===== src/rtl/pcie_datalink_pkg.sv =====
// Shared data link layer definitions: DLLP type codes, DL/TX state enums,
// DLLP body packing union and the DLLP CRC16 helper.
package pcie_datalink_pkg;

  localparam logic [7:0] DLLP_ACK        = 8'h00;
  localparam logic [7:0] DLLP_NAK        = 8'h10;
  localparam logic [7:0] DLLP_INITFC1_P  = 8'h40;
  localparam logic [7:0] DLLP_INITFC1_NP = 8'h50;
  localparam logic [7:0] DLLP_INITFC1_C  = 8'h60;
  localparam logic [7:0] DLLP_INITFC2_P  = 8'hC0;
  localparam logic [7:0] DLLP_INITFC2_NP = 8'hD0;
  localparam logic [7:0] DLLP_INITFC2_C  = 8'hE0;
  localparam logic [7:0] DLLP_UPDFC_P    = 8'h80;
  localparam logic [7:0] DLLP_UPDFC_NP   = 8'h90;
  localparam logic [7:0] DLLP_UPDFC_C    = 8'hA0;

  localparam logic [15:0] DLLP_CRC_POLY  = 16'h100B;

  typedef enum logic [1:0] {
    DL_INACTIVE = 2'd0,
    DL_FC1      = 2'd1,
    DL_FC2      = 2'd2,
    DL_ACTIVE   = 2'd3
  } dl_state_e;

  typedef enum logic [1:0] {
    TX_IDLE = 2'd0,
    TX_BODY = 2'd1,
    TX_CRC  = 2'd2
  } tx_state_e;

  // Fields listed MSB first, so dllp_type lands in byte0 = tdata[7:0]
  typedef struct packed {
    logic [7:0] data_lo;
    logic [1:0] hdr_lo;
    logic [1:0] rsvd1;
    logic [3:0] data_hi;
    logic [1:0] rsvd0;
    logic [5:0] hdr_hi;
    logic [7:0] dllp_type;
  } dllp_fc_t;

  typedef struct packed {
    logic [7:0] seq_lo;
    logic [3:0] rsvd1;
    logic [3:0] seq_hi;
    logic [7:0] rsvd0;
    logic [7:0] dllp_type;
  } dllp_acknak_t;

  typedef union packed {
    logic [31:0]  raw;
    dllp_fc_t     fc;
    dllp_acknak_t an;
  } dllp_union_t;

  function automatic logic [31:0] pack_fc(input logic [7:0] t, input logic [7:0] hdr,
                                          input logic [11:0] data);
    dllp_union_t u;
    u.fc.dllp_type = t;
    u.fc.hdr_hi    = hdr[7:2];
    u.fc.rsvd0     = 2'b00;
    u.fc.data_hi   = data[11:8];
    u.fc.rsvd1     = 2'b00;
    u.fc.hdr_lo    = hdr[1:0];
    u.fc.data_lo   = data[7:0];
    return u.raw;
  endfunction

  function automatic logic [31:0] pack_acknak(input logic is_ack, input logic [11:0] seq);
    dllp_union_t u;
    u.an.dllp_type = is_ack ? DLLP_ACK : DLLP_NAK;
    u.an.rsvd0     = 8'h00;
    u.an.seq_hi    = seq[11:8];
    u.an.rsvd1     = 4'h0;
    u.an.seq_lo    = seq[7:0];
    return u.raw;
  endfunction

  // Serial LFSR, byte0 first and bit0 of each byte first
  function automatic logic [15:0] crc16_dllp(input logic [15:0] crc_in, input logic [31:0] data);
    logic [15:0] c;
    c = crc_in;
    for (int i = 0; i < 32; i++) begin
      if (c[15] ^ data[i]) begin
        c = {c[14:0], 1'b0} ^ DLLP_CRC_POLY;
      end else begin
        c = {c[14:0], 1'b0};
      end
    end
    return c;
  endfunction

endpackage


===== src/rtl/pcie_datalink_crc.sv =====
// Combinational DLLP CRC16 over one 32-bit DLLP body.
module pcie_datalink_crc
  import pcie_datalink_pkg::*;
(
  input  logic [15:0] crcIn,
  input  logic [31:0] data,
  output logic [15:0] crcOut
);

  assign crcOut = crc16_dllp(crcIn, data);

endmodule


===== src/rtl/dllp_tx_scheduler.sv =====
// DLLP transmit controller: InitFC1/InitFC2 link init, then Ack/Nak and UpdateFC scheduling.
// Optional periodic UpdateFC timer enabled by defining DLLP_UPDATEFC_TIMER_EN.
module dllp_tx_scheduler
  import pcie_datalink_pkg::*;
#(
  parameter int DATA_WIDTH         = 32,
  parameter int KEEP_WIDTH         = DATA_WIDTH / 8,
  parameter int USER_WIDTH         = 4,
  parameter int UPDATE_FC_INTERVAL = 1024
) (
  input  logic                  clk_i,
  input  logic                  rst_i,
  input  logic                  phy_link_up_i,
  input  logic                  fc1_values_stored_i,
  input  logic                  fc2_values_stored_i,
  input  logic                  ack_nak_vld_i,
  input  logic                  ack_nak_is_ack_i,
  input  logic [11:0]           ack_nak_seq_i,
  input  logic [2:0]            update_fc_req_i,
  input  logic [7:0]            rx_fc_ph_i,
  input  logic [7:0]            rx_fc_nph_i,
  input  logic [7:0]            rx_fc_cplh_i,
  input  logic [11:0]           rx_fc_pd_i,
  input  logic [11:0]           rx_fc_npd_i,
  input  logic [11:0]           rx_fc_cpld_i,
  output logic [DATA_WIDTH-1:0] m_axis_tdata,
  output logic [KEEP_WIDTH-1:0] m_axis_tkeep,
  output logic                  m_axis_tvalid,
  output logic                  m_axis_tlast,
  output logic [USER_WIDTH-1:0] m_axis_tuser,
  input  logic                  m_axis_tready,
  output logic                  dl_up_o,
  output logic [1:0]            dl_state_o
);

  dl_state_e             r_dl_state;
  tx_state_e             r_tx_state;
  logic [1:0]            r_fc_idx;
  logic                  r_cur_is_upd;
  logic [2:0]            r_cur_upd;
  logic [31:0]           r_body;
  logic                  r_ack_pend;
  logic                  r_ack_is_ack;
  logic [11:0]           r_ack_seq;
  logic [2:0]            r_upd_pend;
  logic [DATA_WIDTH-1:0] r_tdata;
  logic [KEEP_WIDTH-1:0] r_tkeep;
  logic                  r_tvalid;
  logic                  r_tlast;
  logic [USER_WIDTH-1:0] r_tuser;
  logic                  r_dl_up;

  logic        w_active;
  logic        w_in_init;
  logic        w_load;
  logic        w_sel_ack;
  logic [2:0]  w_sel_upd;
  logic [1:0]  w_cls;
  logic [7:0]  w_base;
  logic [7:0]  w_type;
  logic [7:0]  w_hdr;
  logic [11:0] w_data;
  logic [31:0] w_load_body;
  logic        w_ack_is_ack;
  logic [11:0] w_ack_seq;
  logic [2:0]  w_upd_clr;
  logic [2:0]  w_upd_set;
  logic [2:0]  w_timer_hit;
  logic [15:0] w_crc;

  assign w_active  = (r_dl_state == DL_ACTIVE);
  assign w_in_init = (r_dl_state == DL_FC1) || (r_dl_state == DL_FC2);

  // A request arriving on the load cycle is the newest one, so it wins over the slot
  assign w_ack_is_ack = ack_nak_vld_i ? ack_nak_is_ack_i : r_ack_is_ack;
  assign w_ack_seq    = ack_nak_vld_i ? ack_nak_seq_i    : r_ack_seq;

  assign w_upd_clr = (r_tx_state == TX_BODY && m_axis_tready && r_cur_is_upd) ? r_cur_upd : 3'b000;
  assign w_upd_set = update_fc_req_i | w_timer_hit;

`ifdef DLLP_UPDATEFC_TIMER_EN
  localparam int TW = $clog2(UPDATE_FC_INTERVAL);
  logic [TW-1:0] r_fc_timer;

  // Periodic UpdateFC timer, held at zero outside DL_ACTIVE
  always_ff @(posedge clk_i) begin
    if (rst_i || !w_active) begin
      r_fc_timer <= '0;
    end else if (r_fc_timer == TW'(UPDATE_FC_INTERVAL - 1)) begin
      r_fc_timer <= '0;
    end else begin
      r_fc_timer <= r_fc_timer + TW'(1);
    end
  end

  assign w_timer_hit = (w_active && r_fc_timer == TW'(UPDATE_FC_INTERVAL - 1)) ? 3'b111 : 3'b000;
`else
  assign w_timer_hit = 3'b000;
`endif

  // Pick the next DLLP while idle and build its body
  always_comb begin
    w_load    = 1'b0;
    w_sel_ack = 1'b0;
    w_sel_upd = 3'b000;
    w_cls     = r_fc_idx;
    if (r_tx_state == TX_IDLE && phy_link_up_i) begin
      if (w_in_init) begin
        w_load = 1'b1;
      end else if (w_active) begin
        if (r_ack_pend) begin
          w_load    = 1'b1;
          w_sel_ack = 1'b1;
        end else if (r_upd_pend[0]) begin
          w_load = 1'b1; w_sel_upd = 3'b001; w_cls = 2'd0;
        end else if (r_upd_pend[1]) begin
          w_load = 1'b1; w_sel_upd = 3'b010; w_cls = 2'd1;
        end else if (r_upd_pend[2]) begin
          w_load = 1'b1; w_sel_upd = 3'b100; w_cls = 2'd2;
        end else begin
          w_load = 1'b0;
        end
      end else begin
        w_load = 1'b0;
      end
    end else begin
      w_load = 1'b0;
    end

    case (r_dl_state)
      DL_FC1:  w_base = DLLP_INITFC1_P;
      DL_FC2:  w_base = DLLP_INITFC2_P;
      default: w_base = DLLP_UPDFC_P;
    endcase
    w_type = w_base + {2'b00, w_cls, 4'h0};

    case (w_cls)
      2'd0:    begin w_hdr = rx_fc_ph_i;   w_data = rx_fc_pd_i;   end
      2'd1:    begin w_hdr = rx_fc_nph_i;  w_data = rx_fc_npd_i;  end
      2'd2:    begin w_hdr = rx_fc_cplh_i; w_data = rx_fc_cpld_i; end
      default: begin w_hdr = 8'h00;        w_data = 12'h000;      end
    endcase

    if (w_sel_ack) begin
      w_load_body = pack_acknak(w_ack_is_ack, w_ack_seq);
    end else begin
      w_load_body = pack_fc(w_type, w_hdr, w_data);
    end
  end

  pcie_datalink_crc u_crc (
    .crcIn  (16'hFFFF),
    .data   (r_body),
    .crcOut (w_crc)
  );

  // DL state, pending requests and the transmit sub-FSM with registered AXIS outputs
  always_ff @(posedge clk_i) begin
    if (rst_i) begin
      r_dl_state   <= DL_INACTIVE;
      r_tx_state   <= TX_IDLE;
      r_fc_idx     <= 2'd0;
      r_cur_is_upd <= 1'b0;
      r_cur_upd    <= 3'b000;
      r_body       <= 32'h0000_0000;
      r_ack_pend   <= 1'b0;
      r_ack_is_ack <= 1'b0;
      r_ack_seq    <= 12'h000;
      r_upd_pend   <= 3'b000;
      r_tdata      <= '0;
      r_tkeep      <= '0;
      r_tvalid     <= 1'b0;
      r_tlast      <= 1'b0;
      r_tuser      <= '0;
      r_dl_up      <= 1'b0;
    end else begin
      if (w_active) begin
        r_upd_pend <= (r_upd_pend & ~w_upd_clr) | w_upd_set;
        if (w_load && w_sel_ack) begin
          r_ack_pend <= 1'b0;
        end else if (ack_nak_vld_i) begin
          r_ack_pend   <= 1'b1;
          r_ack_is_ack <= ack_nak_is_ack_i;
          r_ack_seq    <= ack_nak_seq_i;
        end else begin
          r_ack_pend <= r_ack_pend;
        end
      end else begin
        r_upd_pend <= 3'b000;
        r_ack_pend <= 1'b0;
      end

      case (r_tx_state)
        TX_IDLE: begin
          if (w_load) begin
            r_body       <= w_load_body;
            r_tdata      <= DATA_WIDTH'(w_load_body);
            r_tkeep      <= KEEP_WIDTH'(4'hF);
            r_tlast      <= 1'b0;
            r_tuser      <= USER_WIDTH'(1'b1);
            r_tvalid     <= 1'b1;
            r_cur_is_upd <= w_active && !w_sel_ack;
            r_cur_upd    <= w_sel_upd;
            r_tx_state   <= TX_BODY;
          end else if (!phy_link_up_i) begin
            r_dl_state <= DL_INACTIVE;
            r_dl_up    <= 1'b0;
            r_fc_idx   <= 2'd0;
          end else if (r_dl_state == DL_INACTIVE) begin
            r_dl_state <= DL_FC1;
            r_fc_idx   <= 2'd0;
          end else begin
            r_tx_state <= TX_IDLE;
          end
        end
        TX_BODY: begin
          if (m_axis_tready) begin
            r_tdata    <= DATA_WIDTH'({16'h0000, ~w_crc});
            r_tkeep    <= KEEP_WIDTH'(4'h3);
            r_tlast    <= 1'b1;
            r_tx_state <= TX_CRC;
          end else begin
            r_tx_state <= TX_BODY;
          end
        end
        TX_CRC: begin
          if (m_axis_tready) begin
            r_tvalid   <= 1'b0;
            r_tdata    <= '0;
            r_tkeep    <= '0;
            r_tlast    <= 1'b0;
            r_tuser    <= '0;
            r_tx_state <= TX_IDLE;
            // An init round only advances once its Cpl DLLP has fully gone out
            if (w_in_init) begin
              if (r_fc_idx == 2'd2) begin
                r_fc_idx <= 2'd0;
                if (r_dl_state == DL_FC1 && fc1_values_stored_i) begin
                  r_dl_state <= DL_FC2;
                end else if (r_dl_state == DL_FC2 && fc2_values_stored_i) begin
                  r_dl_state <= DL_ACTIVE;
                  r_dl_up    <= 1'b1;
                end else begin
                  r_dl_state <= r_dl_state;
                end
              end else begin
                r_fc_idx <= r_fc_idx + 2'd1;
              end
            end else begin
              r_fc_idx <= r_fc_idx;
            end
          end else begin
            r_tx_state <= TX_CRC;
          end
        end
        default: begin
          r_tx_state <= TX_IDLE;
        end
      endcase
    end
  end

  assign m_axis_tdata  = r_tdata;
  assign m_axis_tkeep  = r_tkeep;
  assign m_axis_tvalid = r_tvalid;
  assign m_axis_tlast  = r_tlast;
  assign m_axis_tuser  = r_tuser;
  assign dl_up_o       = r_dl_up;
  assign dl_state_o    = r_dl_state;

endmodule

===== config.mk =====
export PLATFORM = sky130hd
export DESIGN_NAME = dllp_tx_scheduler
export DESIGN_NICKNAME = d
export VERILOG_FILES = /design/src/rtl/pcie_datalink_pkg.sv /design/src/rtl/pcie_datalink_crc.sv /design/src/rtl/dllp_tx_scheduler.sv
export SDC_FILE = /design/constraint.sdc
export NUM_CORES = 1
export LEC_CHECK = 0
export CAP_MARGIN = 10
export CORE_ASPECT_RATIO = 1.2
export CORE_UTILIZATION = 40
export DETAILED_ROUTE_END_ITERATION = 7
export GPL_ROUTABILITY_DRIVEN = 0
export PLACE_DENSITY_LB_ADDON = 0.12
export SYNTH_ARGS = -nofsm -noshare
export SYNTH_HDL_FRONTEND = slang
export SYNTH_HIERARCHICAL = 1
export SYNTH_SLANG_ARGS = --single-unit

===== constraint.sdc =====
create_clock -name clk_i -period 6.58 [get_ports clk_i]
set_input_delay 0.658 -clock clk_i [delete_from_list [all_inputs] [get_ports clk_i]]
set_output_delay 0.658 -clock clk_i [all_outputs]
set_load 0.02 [all_outputs]

==> flow_summary_export.csv, run 1 <==
group,metric,value,unit
power_and_ir_drop,power_density,741,nW/um^2
job,drv_cap,0,
timing,tightest_slew,1070,ps
detailed_routing,antenna_left,0,
global_routing,overflow,0,
floorplan,core,14500,sq um
floorplan,die-width,114,um
synth,synth-main-ff-cell,"dfxtp_1",
synth,netlist_instances,598,
synth,synthArstFlopShare,0,%
run_status,status,"completed",
cts,insertion_delay,360,ps
floorplan,initial_core_util,41.3,%
placed_design,place_hpwl,12000,um
global_routing,grt_use_total,21.4,%
global_routing,grt_pass1_wl,25600,um
cts,cts_setup_buffers,0,
critical_path,crit_fanout,46,
cts,cts.path.max_buffers,2,
timing,period_share,51.2,%
synth,yosys_register_bits,86,
timing,tns,0,ps
critical_path,arrival,3610,ps
synth,ys_seq_area_share,28.7,%
detailed_routing,vias_per_cell,5.27,
critical_path,worstSetupPathType,"flip-flop to flip-flop",
placed_design,port_buffers,122,
synth,synth_edf_count,0,
finish,antenna_cells,0,
synth,synth.distinct_cells,67,
finish,post-route-util,53.1,%
floorplan,die_height,136,um
global_routing,grt_antenna_before_repair,0,
finish,layout-drive-gt1-share,10.5,%
critical_path,crit_path_start_kind,"flip-flop",
power_and_ir_drop,leakage,3.17,nW
finish,final_cell_mix,"121 x clkdlybuf4s50_1, 86 x dfxtp_1, 50 x nor2_1, 50 x xnor2_1, 39 x mux2i_1",
cts,cts.clk_slew.worst_paths,60,ps
detailed_routing,drcViolationCount,0,
floorplan,rows,48,
detailed_routing,wirelength,16000,um
cts,cts_tree,"done",
global_routing,grt_pass1_vias,4952,
detailed_routing,first_pass_iters,5,
global_routing,grt_max_degree,66,
synth,syn_avg_cell_area,10.0,sq um
timing,finalSetupViolCount,0,
detailed_routing,via_count,4882,
power_and_ir_drop,peakVddDrop,0.529,mV
timing,rsz0062_at_grt,"no",
timing,hold_viol,0,
critical_path,critPathRequiredTime,6820,ps
timing,drv_slew,0,
floorplan,ioPinCount,128,
placed_design,dp_slack,2940,ps
detailed_routing,wl_per_cell,17.3,um
timing,min_period,3370,ps
floorplan,die-area,15500,sq um
timing,fmax,0.297,GHz
synth,synth_area,6010,sq um
timing,maxSlewHeadroom,28.7,%
cts,cts_resized,0,
finish,layout.nets,816,
detailed_routing,drt-initial-drc-count,311,
cts,htreeDepth,3,
synth,yosysWarnings,6,
cts,ctsHoldBuffers,0,
critical_path,end_kind,"flip-flop",
cts,cts_sinks,86,
cts,cts_buffers,9,
finish,area_growth,28.5,%
timing,fin_skew,10.8,ps
cts,cts_root_buf,"clkbuf_16",
worst_hold_path,hold_path.class,"flip-flop to flip-flop",
timing,finalWorstSetupSlack,3210,ps
finish,layout_commonest_cell,"clkdlybuf4s50_1",
timing,fin_hold_ws,454,ps
## kinds of logic (layout without fill, tap and decap cells)
kind of cell               after synthesis  in the layout  synth area share, %
AOI/OAI and AO/OA                      131            131                 16.6
adders and majority gates               11             11                 2.29
xor gates and xnor gates               114            114                 26.6
and+or+nand+nor                        155            155                 13.4
muxes                                   45             45                 7.62
DFF                                     86             86                 28.7
other                                    2             31                0.125
buffers and inverters                   54            154                 4.73
## worst max-delay path, cell delays in order, from the launching register on
cell and delay, ps:
dfxtp_1 430, inv_1 110, ha_1 370, nand4b_4 230
nor4b_1 370, nand2b_2 860, mux2_2 430, nor3b_1 140
a221o_1 280
## synth_stat cells (11+ instances only)
cell,number,share of area [%]
o211ai_1,11,1.4
xor2_1,18,2.6
xnor3_1,20,7.5
nor3_1,17,1.4
a32o_1,13,2.2
ha_1,11,2.3
a21oi_1,22,1.8
buf_4,11,1.4
nor2_1,50,3.1
o21ai_0,22,1.8
xnor2_1,50,7.3
nand2_1,29,1.8
clkbuf_1,21,1.3
mux2i_1,39,6.5
dfxtp_1,86,29
nand3_1,20,1.7
## where the power goes
part	total, mW	leakage [nW]	switching, mW	internal [mW]
Clock	0.570	0.162	0.216	0.353
Combinational	4.48	2.31	2.02	2.46
Sequential	0.667	0.698	0.0631	0.604
## final timing paths
check             slack, ps                        from                   endpoint  depth (start not counted)
hold reg to reg         450   m_axis_tlast$_SDFFE_PP0P_  m_axis_tlast$_SDFFE_PP0P_                          2
setup reg to reg       3210  dl_state_o[0]$_SDFFE_PP0P_    r_body[10]$_SDFFE_PP0P_                          8
hold / removal          450   m_axis_tlast$_SDFFE_PP0P_  m_axis_tlast$_SDFFE_PP0P_                          2
setup / recovery       3210  dl_state_o[0]$_SDFFE_PP0P_    r_body[10]$_SDFFE_PP0P_                          8
## layout make-up
cell class                 instances  area (sq um)
fill                            1369          6810
multi-input combinational        487          4110
sequential                        86          1720
timing repair buffer             128          1260
clock buffer                      11           253
tap                              200           250
clock inverter                     5          81.3
inverter                          10          37.5
## per-layer routing
| metal | up-vias | GRT usage, % | share of wire [%] |
|---|---|---|---|
| li1 | 2372 | - | - |
| met1 | 2341 | 25.9 | 44 |
| met2 | 153 | 38.4 | 50 |
| met3 | 16 | 3.88 | 5.0 |
| met4 | 0 | 6.78 | 1.4 |
| met5 | - | 0 | 0 |
## flip-flops by register name, summed over array words and instances, names as in the netlist, 2 cells and up
signal and count:
dl_state_o 2, m_axis_tdata 30, m_axis_tkeep 2, r_ack_seq 12, r_body 24, r_cur_upd 3, r_fc_idx 2, r_tx_state 2
r_upd_pend 3
## through the flow
step | instances | instance area, sq um | power (mW)
detailed placement | 910 | 7380 | 5.15
global route | 927 | 7720 | 6.00
CTS | 926 | 7710 | 5.75
global placement | 910 | 7380 | 5.11
finish | 927 | 7720 | 5.72
floorplan | 627 | 6120 | 4.42
(Power assumes the default switching activity.)
==> inputs of run 2 (changes only) <==
==> constraint.sdc (replaced) <==
create_clock -name clk_i -period 3.32 [get_ports clk_i]
set_input_delay 0.332 -clock clk_i [delete_from_list [all_inputs] [get_ports clk_i]]
set_output_delay 0.332 -clock clk_i [all_outputs]
set_load 0.02 [all_outputs]
==> run 2 against run 1 <==
- total power rose by 98%
- design area grew 0.39%
- largest cell class unchanged
- hold slack gained 4.9 ps
- highest routed layer unchanged
- sequential cell count unchanged
- critical path type unchanged
==> flow_summary_export.csv, run 2 (synthesis gave the netlist of run 1 again) <==
group,metric,value,unit
timing,min_period,3170,ps
power_and_ir_drop,peakVddDrop,1.28,mV
global_routing,overflow,0,
timing,drv_slew,0,
cts,cts_root_buf,"clkbuf_16",
critical_path,worstSetupPathType,"flip-flop to flip-flop",
timing,fin_skew,8.14,ps
critical_path,arrival,3450,ps
detailed_routing,via_count,4912,
critical_path,r2r_slack,150,ps
finish,largest_reg_flops,30,
cts,cts_setup_buffers,0,
detailed_routing,first_pass_iters,5,
placed_design,dpl_cell_area,7450,sq um
floorplan,die-width,114,um
critical_path,crit_fanout,4,
cts,cts.path.max_buffers,2,
power_and_ir_drop,leakage,3.19,nW
finish,final_cell_mix,"121 x clkdlybuf4s50_1, 86 x dfxtp_1, 50 x nor2_1, 50 x xnor2_1, 39 x mux2i_1",
timing,tns,0,ps
global_routing,grt_use_total,22.3,%
detailed_routing,drcViolationCount,0,
timing,hold_viol,0,
timing,finalWorstSetupSlack,154,ps
critical_path,critPathRequiredTime,3600,ps
cts,insertion_delay,360,ps
finish,layout.nets,823,
power_and_ir_drop,power,11.3,mW
global_routing,grt_antenna_before_repair,0,
cts,htreeDepth,3,
floorplan,ioPinCount,128,
finish,multi_input_area,4130,sq um
timing,fmax,0.316,GHz
finish,antenna_cells,0,
global_routing,grt_max_degree,42,
critical_path,end_kind,"flip-flop",
floorplan,rows,48,
finish,area_growth,29.0,%
job,drv_cap,0,
placed_design,dp.cells,918,
detailed_routing,drt-initial-drc-count,216,
timing,tightest_slew,1060,ps
power_and_ir_drop,power_density,1460,nW/um^2
cts,ctsHoldBuffers,0,
finish,n_fill_cell,1379,
cts,cts_resized,0,
cts,cts_tree,"done",
timing,rsz0062_at_grt,"yes",
floorplan,die-area,15500,sq um
detailed_routing,antenna_left,0,
finish,layout-drive-gt1-share,11.4,%
detailed_routing,wl_per_cell,17.4,um
detailed_routing,wirelength,16300,um
critical_path,crit_path_start_kind,"flip-flop",
placed_design,dp_slack,118,ps
cts,cts_buffers,9,
detailed_routing,vias_per_cell,5.26,
finish,post-route-util,53.3,%
finish,layout_commonest_cell,"clkdlybuf4s50_1",
finish,fin_cells,934,
timing,fin_hold_ws,459,ps
cts,cts_sinks,86,
cts,cts.clk_slew.worst_paths,70,ps
floorplan,die_height,136,um
placed_design,port_buffers,122,
timing,period_share,95.4,%
worst_hold_path,hold_path.class,"flip-flop to flip-flop",
placed_design,place_hpwl,12700,um
floorplan,core,14500,sq um
finish,final_cell_area,7750,sq um
run_status,status,"completed",
global_routing,grt_pass1_vias,4944,
global_routing,grt_pass1_wl,26300,um
finish,regArea,1720,sq um
timing,finalSetupViolCount,0,
timing,maxSlewHeadroom,29.3,%
floorplan,initial_core_util,41.3,%
## run 2: cell count changes in the layout (fill, tap and decap cells not counted)
cell	previous run	this run
xor2_1	18	17
clkbuf_8	2	1
inv_6	0	2
xnor2_2	8	7
buf_4	5	12
xor2_2	4	5
clkinv_2	1	2
buf_12	0	1
bufinv_16	2	0
clkinv_4	1	2
xnor2_4	3	4
clkinvlp_4	1	0
buf_6	1	0
## run 2: layout make-up
| cell class | count | area share [%] |
|---|---|---|
| Tap cell | 200 | 3.23 |
| Multi-Input combinational cell | 487 | 53.3 |
| Clock inverter | 6 | 0.581 |
| Sequential cell | 86 | 22.2 |
| Clock buffer | 10 | 3.08 |
| Inverter | 10 | 0.484 |
| Timing Repair Buffer | 135 | 17.1 |
## run 2: power breakdown
part	total [mW]	internal (mW)	leakage, nW	switching [mW]
clock	0.992	0.533	0.143	0.459
combinational	9.01	4.93	2.35	4.08
sequential	1.32	1.20	0.698	0.122
total	11.3	6.66	3.19	4.66
## run 2: critical path, stage by stage, from the launching register on
cell and delay [ps]:
dfxtp_1 370, xnor2_2 180, xnor3_2 500, xor2_1 200, xnor2_1 270, xnor3_1 490
xnor2_2 320, xnor3_1 380, o221a_2 230, nor3_1 150
## run 2: path summary, 6_finish.rpt
kind / start / end / depth (start not counted)
setup / recovery: r_body[7]$_SDFFE_PP0P_ / m_axis_tdata[4]$_SDFFE_PP0P_ / 9
hold / removal: m_axis_tlast$_SDFFE_PP0P_ / m_axis_tlast$_SDFFE_PP0P_ / 2
setup reg to reg: r_body[7]$_SDFFE_PP0P_ / m_axis_tdata[4]$_SDFFE_PP0P_ / 9
hold reg to reg: m_axis_tlast$_SDFFE_PP0P_ / m_axis_tlast$_SDFFE_PP0P_ / 2
## run 2: per-layer routing
| layer | global-route usage [%] | up-vias | part of all wire [%] |
|---|---|---|---|
| met4 | 7.86 | 0 | 1.9 |
| met3 | 3.92 | 18 | 5.1 |
| li1 | - | 2385 | - |
| met2 | 39.6 | 137 | 51 |
| met5 | 0 | - | 0 |
| met1 | 26.8 | 2372 | 42 |
==> inputs of run 3 (changes only) <==
--- a/config.mk
+++ b/config.mk
@@ -11,6 +11,7 @@
 export DETAILED_ROUTE_END_ITERATION = 7
 export GPL_ROUTABILITY_DRIVEN = 0
 export PLACE_DENSITY_LB_ADDON = 0.12
+export SLEW_MARGIN = 25
 export SYNTH_ARGS = -nofsm -noshare
 export SYNTH_HDL_FRONTEND = slang
 export SYNTH_HIERARCHICAL = 1
==> constraint.sdc (replaced) <==
create_clock -name clk_i -period 3.32 [get_ports clk_i]
set_input_delay 0.664 -clock clk_i [delete_from_list [all_inputs] [get_ports clk_i]]
set_output_delay 0.664 -clock clk_i [all_outputs]
set_load 0.02 [all_outputs]
==> run 3 against run 2 <==
- routed wire length shrank 1.2%
- critical endpoint unchanged
- core utilization grew 0.85 points
- design area grew 1.6%
- sequential power is essentially flat
- sequential share of layout area shrank 0.35 points
- largest cell class unchanged
- highest routed layer unchanged
==> flow_summary_export.csv, run 3 (synthesis gave the netlist of run 1 again) <==
group,metric,value,unit
finish,antenna_cells,0,
finish,regArea,1720,sq um
critical_path,r2r-start,"r_body[7]$_SDFFE_PP0P_",
cts,cts.path.max_buffers,2,
cts,cts_buffers,9,
finish,final_cell_mix,"121 x clkdlybuf4s50_1, 86 x dfxtp_1, 49 x nor2_1, 49 x xnor2_1, 39 x mux2i_1",
cts,cts_sinks,86,
cts,cts_root_buf,"clkbuf_16",
global_routing,grt_max_degree,39,
finish,final_cell_area,7880,sq um
power_and_ir_drop,power_density,1470,nW/um^2
placed_design,port_buffers,122,
cts,ctsHoldBuffers,0,
placed_design,dpl_cell_area,7510,sq um
floorplan,die-width,114,um
power_and_ir_drop,peakVddDrop,1.24,mV
timing,tightest_slew,653,ps
detailed_routing,first_pass_iters,6,
finish,area_growth,31.1,%
critical_path,arrival,3530,ps
floorplan,die-area,15500,sq um
detailed_routing,antenna_left,0,
worst_hold_path,hold_path.class,"flip-flop to flip-flop",
worst_hold_path,holdPathEnd,"m_axis_tlast$_SDFFE_PP0P_",
timing,fmax,0.308,GHz
floorplan,ioPinCount,128,
timing,period_share,97.8,%
floorplan,rows,48,
detailed_routing,wirelength,16100,um
detailed_routing,wl_per_cell,17.1,um
finish,multi_input_area,4150,sq um
global_routing,overflow,0,
critical_path,rr_worst_depth,9,
power_and_ir_drop,leakage,3.24,nW
cts,cts.clk_slew.worst_paths,70,ps
cts,htreeDepth,3,
floorplan,initial_core_util,41.3,%
job,drv_cap,0,
global_routing,grt_use_total,21.5,%
timing,maxSlewHeadroom,56.4,%
finish,layout-drive-gt1-share,12.7,%
placed_design,dp_slack,1.77,ps
critical_path,end_kind,"flip-flop",
critical_path,crit_path_start_kind,"flip-flop",
worst_hold_path,holdPathStages,2,
critical_path,r2r_end,"m_axis_tdata[4]$_SDFFE_PP0P_",
critical_path,r2r_slack,70,ps
timing,fin_skew,6.06,ps
timing,min_period,3250,ps
detailed_routing,drt-initial-drc-count,203,
detailed_routing,drcViolationCount,0,
floorplan,core,14500,sq um
finish,layout_commonest_cell,"clkdlybuf4s50_1",
placed_design,place_hpwl,12500,um
critical_path,crit_fanout,4,
global_routing,grt_pass1_wl,25500,um
timing,finalWorstSetupSlack,73.5,ps
worst_hold_path,min-delay-start,"m_axis_tlast$_SDFFE_PP0P_",
timing,drv_slew,0,
critical_path,critPathRequiredTime,3600,ps
detailed_routing,via_count,4836,
run_status,status,"completed",
finish,post-route-util,54.2,%
finish,largest_reg_flops,30,
floorplan,die_height,136,um
cts,cts_tree,"done",
timing,rsz0062_at_grt,"yes",
detailed_routing,vias_per_cell,5.14,
timing,hold_viol,0,
finish,n_fill_cell,1352,
cts,insertion_delay,350,ps
timing,finalSetupViolCount,0,
critical_path,worstSetupPathType,"flip-flop to flip-flop",
global_routing,grt_pass1_vias,5022,
global_routing,grt_antenna_before_repair,0,
finish,layout.nets,829,
timing,tns,0,ps
-- run 3: layout make-up --
class / instances / area share (%)
flip-flops and latches: 86 / 21.9
clock buffers: 10 / 3.03
inverters: 10 / 0.477
repair buffers: 141 / 17.6
clock inverters: 6 / 1.18
well taps: 200 / 3.18
multi-input cells: 487 / 52.7
-- run 3: layer usage --
layer,share of wire [%],routed length [um],track usage [%],vias to the layer above
met1,43,6860,24.9,2323
met2,52,8360,39.8,108
met4,1.7,269,7.36,0
met3,3.7,592,3.74,19
li1,-,-,-,2386
met5,0,0,0,-
-- run 3: what timing repair did --
item	CTS	global route
cloned	0	0
buffers inserted	0	0
pin swaps	1	0
gates resized for setup	0	5
endpoints found under the setup margin	1	8
-- run 3: stage by stage --
step | hold slack, ps | total power [mW] | cells
floorplan | 432 | 8.76 | 627
global placement | 448 | 10.3 | 924
detailed placement | 449 | 10.4 | 924
CTS | 461 | 11.6 | 940
global route | 489 | 12.3 | 940
finish | 459 | 11.6 | 940
-- run 3: worst max path at each step --
stage,depth (start not counted),slack (ps),from,end
finish,9,70,r_body[7]$_SDFFE_PP0P_,m_axis_tdata[4]$_SDFFE_PP0P_
global route,9,-50,r_body[7]$_SDFFE_PP0P_,m_axis_tdata[4]$_SDFFE_PP0P_
CTS,9,60,r_body[7]$_SDFFE_PP0P_,m_axis_tdata[4]$_SDFFE_PP0P_
detailed placement,9,2,r_body[5]$_SDFFE_PP0P_,m_axis_tdata[4]$_SDFFE_PP0P_
global placement,10,50,r_body[5]$_SDFFE_PP0P_,m_axis_tdata[13]$_SDFFE_PP0P_
floorplan,9,370,r_body[5]$_SDFFE_PP0P_,m_axis_tdata[3]$_SDFFE_PP0P_
-- run 3: power breakdown --
group	total, mW	internal [mW]	switching (mW)	leakage, nW
sequential	1.32	1.20	0.125	0.698
combinational	9.13	5.02	4.11	2.39
clock	1.13	0.685	0.441	0.156
total	11.6	6.90	4.68	3.24
-- run 3: critical path, stage by stage (launching register included) --
cell,delay (ps)
dfxtp_1,370
xnor2_2,200
xnor3_2,530
xor2_1,190
xnor2_1,280
xnor3_1,500
xnor2_2,340
xnor3_1,390
o221a_2,230
nor3_1,150
==> variant 1, RTL diff (config.mk and constraints of run 3) <==
Add a define of `DLLP_UPDATEFC_TIMER_EN`.
--- a/src/rtl/dllp_tx_scheduler.sv
+++ b/src/rtl/dllp_tx_scheduler.sv
@@ -1,5 +1,7 @@
 // DLLP transmit controller: InitFC1/InitFC2 link init, then Ack/Nak and UpdateFC scheduling.
 // Optional periodic UpdateFC timer enabled by defining DLLP_UPDATEFC_TIMER_EN.
+`define DLLP_UPDATEFC_TIMER_EN
+
 module dllp_tx_scheduler
   import pcie_datalink_pkg::*;
 #(
Formal check against the unedited RTL: same outputs for any inputs over 4 cycles, from zero or initial values and one cycle with rst_i high; that may be too few to reach the edited logic, so the function may still have changed.
==> variant 1 against run 3 <==
  * Cell count grew 6.2%
  * Synthesized cell count grew 8.5%
  * Critical path depth grew 2
  * Cell area grew 4.3%
  * Sequential cell count grew 10
  * Setup slack gained 110 ps
  * Largest power group unchanged
  * Area after synthesis grew 5.0%
  * Utilization shrank 0.17 points
  * Maximum frequency grew 3.5%
  * Power shrank 34%
  * Wire length grew 8.8%
  * Combinational power shrank 42%
==> variant 1: results (changes against run 3) <==
metric;value;unit;change
outcome;completed;;
clk_lat worst skew;350;ps;about the same
initial antenna violation count;0;;unchanged
Critical Path Slowest Stage Cell;xor3_4;;
peak supply drop;1.08;mV;-13%
WL/cell;17.5;um;+2.5%
pin count of the biggest net entering global routing;57;;+46%
fillers;1433;;+6.0%
leakage;3.53;nW;+9.0%
first-pass GRT wire length;27800;um;+9.1%
htree depth;3;;unchanged
CTS root buffer;clkbuf_16;;
Synth top cells by count;96 x dfxtp_1, 64 x nor2_1, 54 x xnor2_1;;
drt via density;5.22;;+1.5%
worst-path fanout max;4;;unchanged
Worst-path clk slew;70;ps;about the same
Yosys Warn Count;6;;unchanged
Detailed Routing Iterations Pass 1;5;;-1
FF-to-FF Start;r_body[5];;
CP peak stage delay;610;ps;+80 ps
CTS Buf Count;9;;unchanged
number of diodes;0;;unchanged
Distinct cells, synth;61;;-9.0%
All-Layer GR Usage;22.4;%;+0.84 points
DRT iter0 DRCs;265;;+31%
FF-to-FF setup slack;180;ps;+110 ps
share of post-route cells with drive strength above 1;10.3;%;-2.4 points
nets;883;;+6.5%
hpwl dp;13100;um;+4.9%
Reg2Reg Depth;11;;+2
sequential cell area fraction in the yosys report;30.5;%;+1.8 points
relative slew slack;56.7;%;+0.31 points
vias in the first global route;5319;;+5.9%
Synth async-reset ratio;0;%;unchanged
crit path capture;m_axis_tdata[5];;
largest cells by area after synthesis;dfxtp_1 30%, xnor2_1 7.5%, xnor3_1 7.1%, mux2i_1 6.5%, nor2_1 3.8%;;
crit start category;flop;;
switching pwr;0.00288;W;-38%
Hold Crit Class;reg -> reg;;
Largest register FFs;30;;unchanged
clk buf depth;2;;unchanged
Worst Clk Skew;11.0;ps;+4.98 ps
I/O Buffers;122;;unchanged
CP arrival;3360;ps;-170 ps
-- variant 1: critical path: cells and delay by family (launching register included) --
kind	cells	cell delay (ps)
buffers and inverters	1	170
flip-flops	1	350
AND/OR/NAND/NOR	1	50
multiplexers	1	140
XOR/XNOR	7	2210
AO/OA/AOI/OAI	1	100
-- variant 1: worst min path at each step --
stage / startpoint / to / slack (ps) / cells past startpoint
after floorplan: r_fc_timer[0] / r_fc_timer[0] / 430 / 1
after global placement: r_fc_timer[0] / r_fc_timer[0] / 430 / 1
after detailed placement: r_fc_timer[0] / r_fc_timer[0] / 450 / 1
after CTS: r_fc_timer[0] / r_fc_timer[0] / 470 / 1
after global routing: r_fc_timer[0] / r_fc_timer[0] / 480 / 1
final: r_fc_timer[0] / r_fc_timer[0] / 470 / 1
-- variant 1: layer usage --
layer | vias to the layer above | global-route usage [%] | routed length, um | share of wire (%)
li1 | 2561 | - | - | -
met5 | - | 0 | 0 | 0
met3 | 22 | 3.70 | 669 | 3.8
met2 | 130 | 39.1 | 8890 | 51
met1 | 2500 | 28.1 | 7670 | 44
met4 | 0 | 5.80 | 273 | 1.6
-- variant 1: area by class of cell --
type | instances | area share, %
clock buffer | 12 | 3.12
timing repair buffer | 147 | 17.2
sequential | 96 | 23.4
tap | 204 | 3.11
multi-input combinational | 522 | 51.8
inverter | 13 | 0.594
clock inverter | 4 | 0.716
-- variant 1: logic make-up (layout without fill, tap and decap cells) --
family	count (synthesis)	in the layout	share of synthesized area, %
buf+inv	60	176	4.34
flops	96	96	30.5
mux	45	45	7.22
fa+ha+maj	11	11	2.18
other cells	2	31	0.119
simple gates	173	173	13.4
compound gates	140	140	15.8
xor+xnor	122	122	26.5
-- variant 1: repair_timing --
action                                  4_1_cts  5_1_grt
endpoints found under the setup margin        0        3
resized for setup                             0        4
buffers inserted                              0        3
-- variant 1: metrics by stage --
stage | cells | instance area [um^2] | total power [W] | worst slack [ps] | TNS, ps
2_1_floorplan | 678 | 6420 | 0.00545 | 271 | 0
5_1_grt | 998 | 8210 | 0.00809 | -11.8 | -11.8
3_5_place_dp | 979 | 7850 | 0.00627 | 168 | 0
4_1_cts | 995 | 8160 | 0.00746 | 131 | 0
6_report | 998 | 8210 | 0.00761 | 184 | 0
3_3_place_gp | 979 | 7850 | 0.00628 | 208 | 0
-- variant 1: power by group through the flow --
stage,sequential [W],combinational [W],clock (W)
global placement,0.00124,0.00504,0
CTS,0.00121,0.00512,0.00114
finish,0.00121,0.00529,0.00111
detailed placement,0.00124,0.00503,0
global route,0.00121,0.00568,0.00119
floorplan,0.00126,0.00419,0
==> variant 2, RTL diff (settings of run 3) <==
Made on the original files. The 3 states of `tx_state_e` get a one-hot encoding in 3 bits.
--- a/src/rtl/pcie_datalink_pkg.sv
+++ b/src/rtl/pcie_datalink_pkg.sv
@@ -23,10 +23,10 @@
     DL_ACTIVE   = 2'd3
   } dl_state_e;
 
-  typedef enum logic [1:0] {
-    TX_IDLE = 2'd0,
-    TX_BODY = 2'd1,
-    TX_CRC  = 2'd2
+  typedef enum logic [2:0] {
+    TX_IDLE = 3'b001,
+    TX_BODY = 3'b010,
+    TX_CRC  = 3'b100
   } tx_state_e;
 
   // Fields listed MSB first, so dllp_type lands in byte0 = tdata[7:0]
Check against the original RTL: same outputs for any inputs over 4 cycles, from zero or initial values and one cycle with rst_i high; so few cycles prove little.
==> variant 2 against run 3 <==
  * Synthesized cell count is 18% higher
  * Cell area rose by 9.4%
  * Count of clock-buffer cells in the layout fell by 1
  * Sequential cell count rose by 1
  * Global-route usage grew 2.8 points
  * Area after synthesis increased by 9.5%
  * Highest routed layer unchanged
  * Wire length increased by 29%
  * Setup slack improved by 6.9 ps
  * Via count is 27% higher
  * First-iteration DRC count increased by 130%
Power is left out: the tool's default activity adds up to more than one toggle a clock period on the data nets, which glitch-free logic cannot reach.
==> variant 2: results (changes against run 3) <==
metric;value;unit;change
Synth async-reset ratio;0;%;unchanged
Synth top cells by count;87 x dfxtp_1, 63 x nor2_1, 59 x a21oi_1;;
CTS root buffer;clkbuf_16;;
Placed Cells;1041;;+13%
Detailed Routing Iterations Pass 1;6;;unchanged
first-pass GRT wire length;32000;um;+26%
vias in the first global route;5842;;+16%
fillers;1483;;+9.7%
drt via density;5.75;;+12%
Worst Clk Skew;10.6;ps;+4.51 ps
GR Util met1;32.6;%;+7.7 points
CP arrival;3520;ps;about the same
synthesized area per cell;9.33;um^2;-7.2%
GR met3 Demand/Resource;3.57;%;-0.18 points
largest cells by area after synthesis;dfxtp_1 26%, xnor3_1 6.8%, xnor2_1 6.7%, a21oi_1 4.5%, mux2i_1 3.8%;;
number of diodes;0;;unchanged
M1 wire length;8910;um;+30%
worst-path fanout max;5;;+1
clk buf depth;2;;unchanged
htree depth;3;;unchanged
Largest register FFs;30;;unchanged
All-Layer GR Usage;24.3;%;+2.8 points
GR Util met2;39.7;%;-0.15 points
via count;6136;;+27%
pin count of the biggest net entering global routing;34;;-13%
Worst-path clk slew;70;ps;about the same
routed wire length;20800;um;+29%
Hold Crit Class;reg -> reg;;
share of post-route cells with drive strength above 1;14.7;%;+2.0 points
outcome;completed;;
initial antenna violation count;0;;unchanged
I/O Buffers;122;;unchanged
DRT iter0 DRCs;476;;+130%
Post-DP Area;8120;um^2;+8.2%
Setup crit start;r_body[8];;
Distinct cells, synth;79;;+18%
met3 wire len;1360;um;+130%
hpwl dp;15600;um;+25%
FF-to-FF Start;r_body[8];;
sequential cell area fraction in the yosys report;26.5;%;-2.2 points
top sig layer;met4;;
nets;938;;+13%
routed wl met2;10000;um;+20%
Yosys Warn Count;6;;unchanged
Hold Startpoint;r_cur_upd[2];;
relative slew slack;54.9;%;-1.5 points
clk_lat worst skew;360;ps;
CTS Buf Count;9;;unchanged
## variant 2: cells by family after synthesis
group	after synthesis	synth area share, %
xor gates and xnor gates	114	24.3
adders and majority gates	5	0.951
AOI/OAI and AO/OA	210	23.5
buffers and inverters	69	5.37
other	2	0.114
DFF	87	26.5
muxes	31	4.83
and+or+nand+nor	187	14.5
## variant 2: area by class of cell
type / instances / area (um^2) / area share (%)
multi-input combinational: 578 / 4680 / 54.4
sequential: 87 / 1740 / 20.2
timing repair buffer: 166 / 1590 / 18.4
tap: 212 / 265 / 3.08
clock buffer: 9 / 225 / 2.61
clock inverter: 7 / 80.1 / 0.929
inverter: 8 / 30.0 / 0.348
## variant 2: through the flow
step / TNS [ps] / hold slack (ps) / util [%] / setup slack, ps
5_1_grt: -50.8 / 507 / 53.4 / -24.4
2_1_floorplan: 0 / 432 / - / 138
6_report: 0 / 478 / 53.4 / 80.4
4_1_cts: 0 / 483 / 52.3 / 16.9
3_3_place_gp: 0 / 446 / 50.3 / 63.2
3_5_place_dp: 0 / 472 / 50.3 / 23.9
## variant 2: repair_timing
action,4_1_cts,5_1_grt
endpoints found under the setup margin,1,7
buffers inserted,1,9
resized for setup,0,15
pin swaps,1,10
gates cloned,0,0
## variant 2: critical path: stages (launching register included)
cell and delay [ps]:
dfxtp_2 360, xnor2_1 170, xnor3_2 440, buf_12 160, xnor3_1 340, xor3_4 520, xor2_4 280, xor2_2 220
xnor3_1 350, nor2_1 140, a21oi_1 70, nor2_1 110
## variant 2: worst paths after layout
| path | to | slack [ps] | cells after the start |
|---|---|---|---|
| max | m_axis_tdata[3] | 80 | 11 |
| max reg2reg | m_axis_tdata[3] | 80 | 11 |
| min reg2reg | r_cur_upd[2] | 480 | 2 |
| min | r_cur_upd[2] | 480 | 2 |
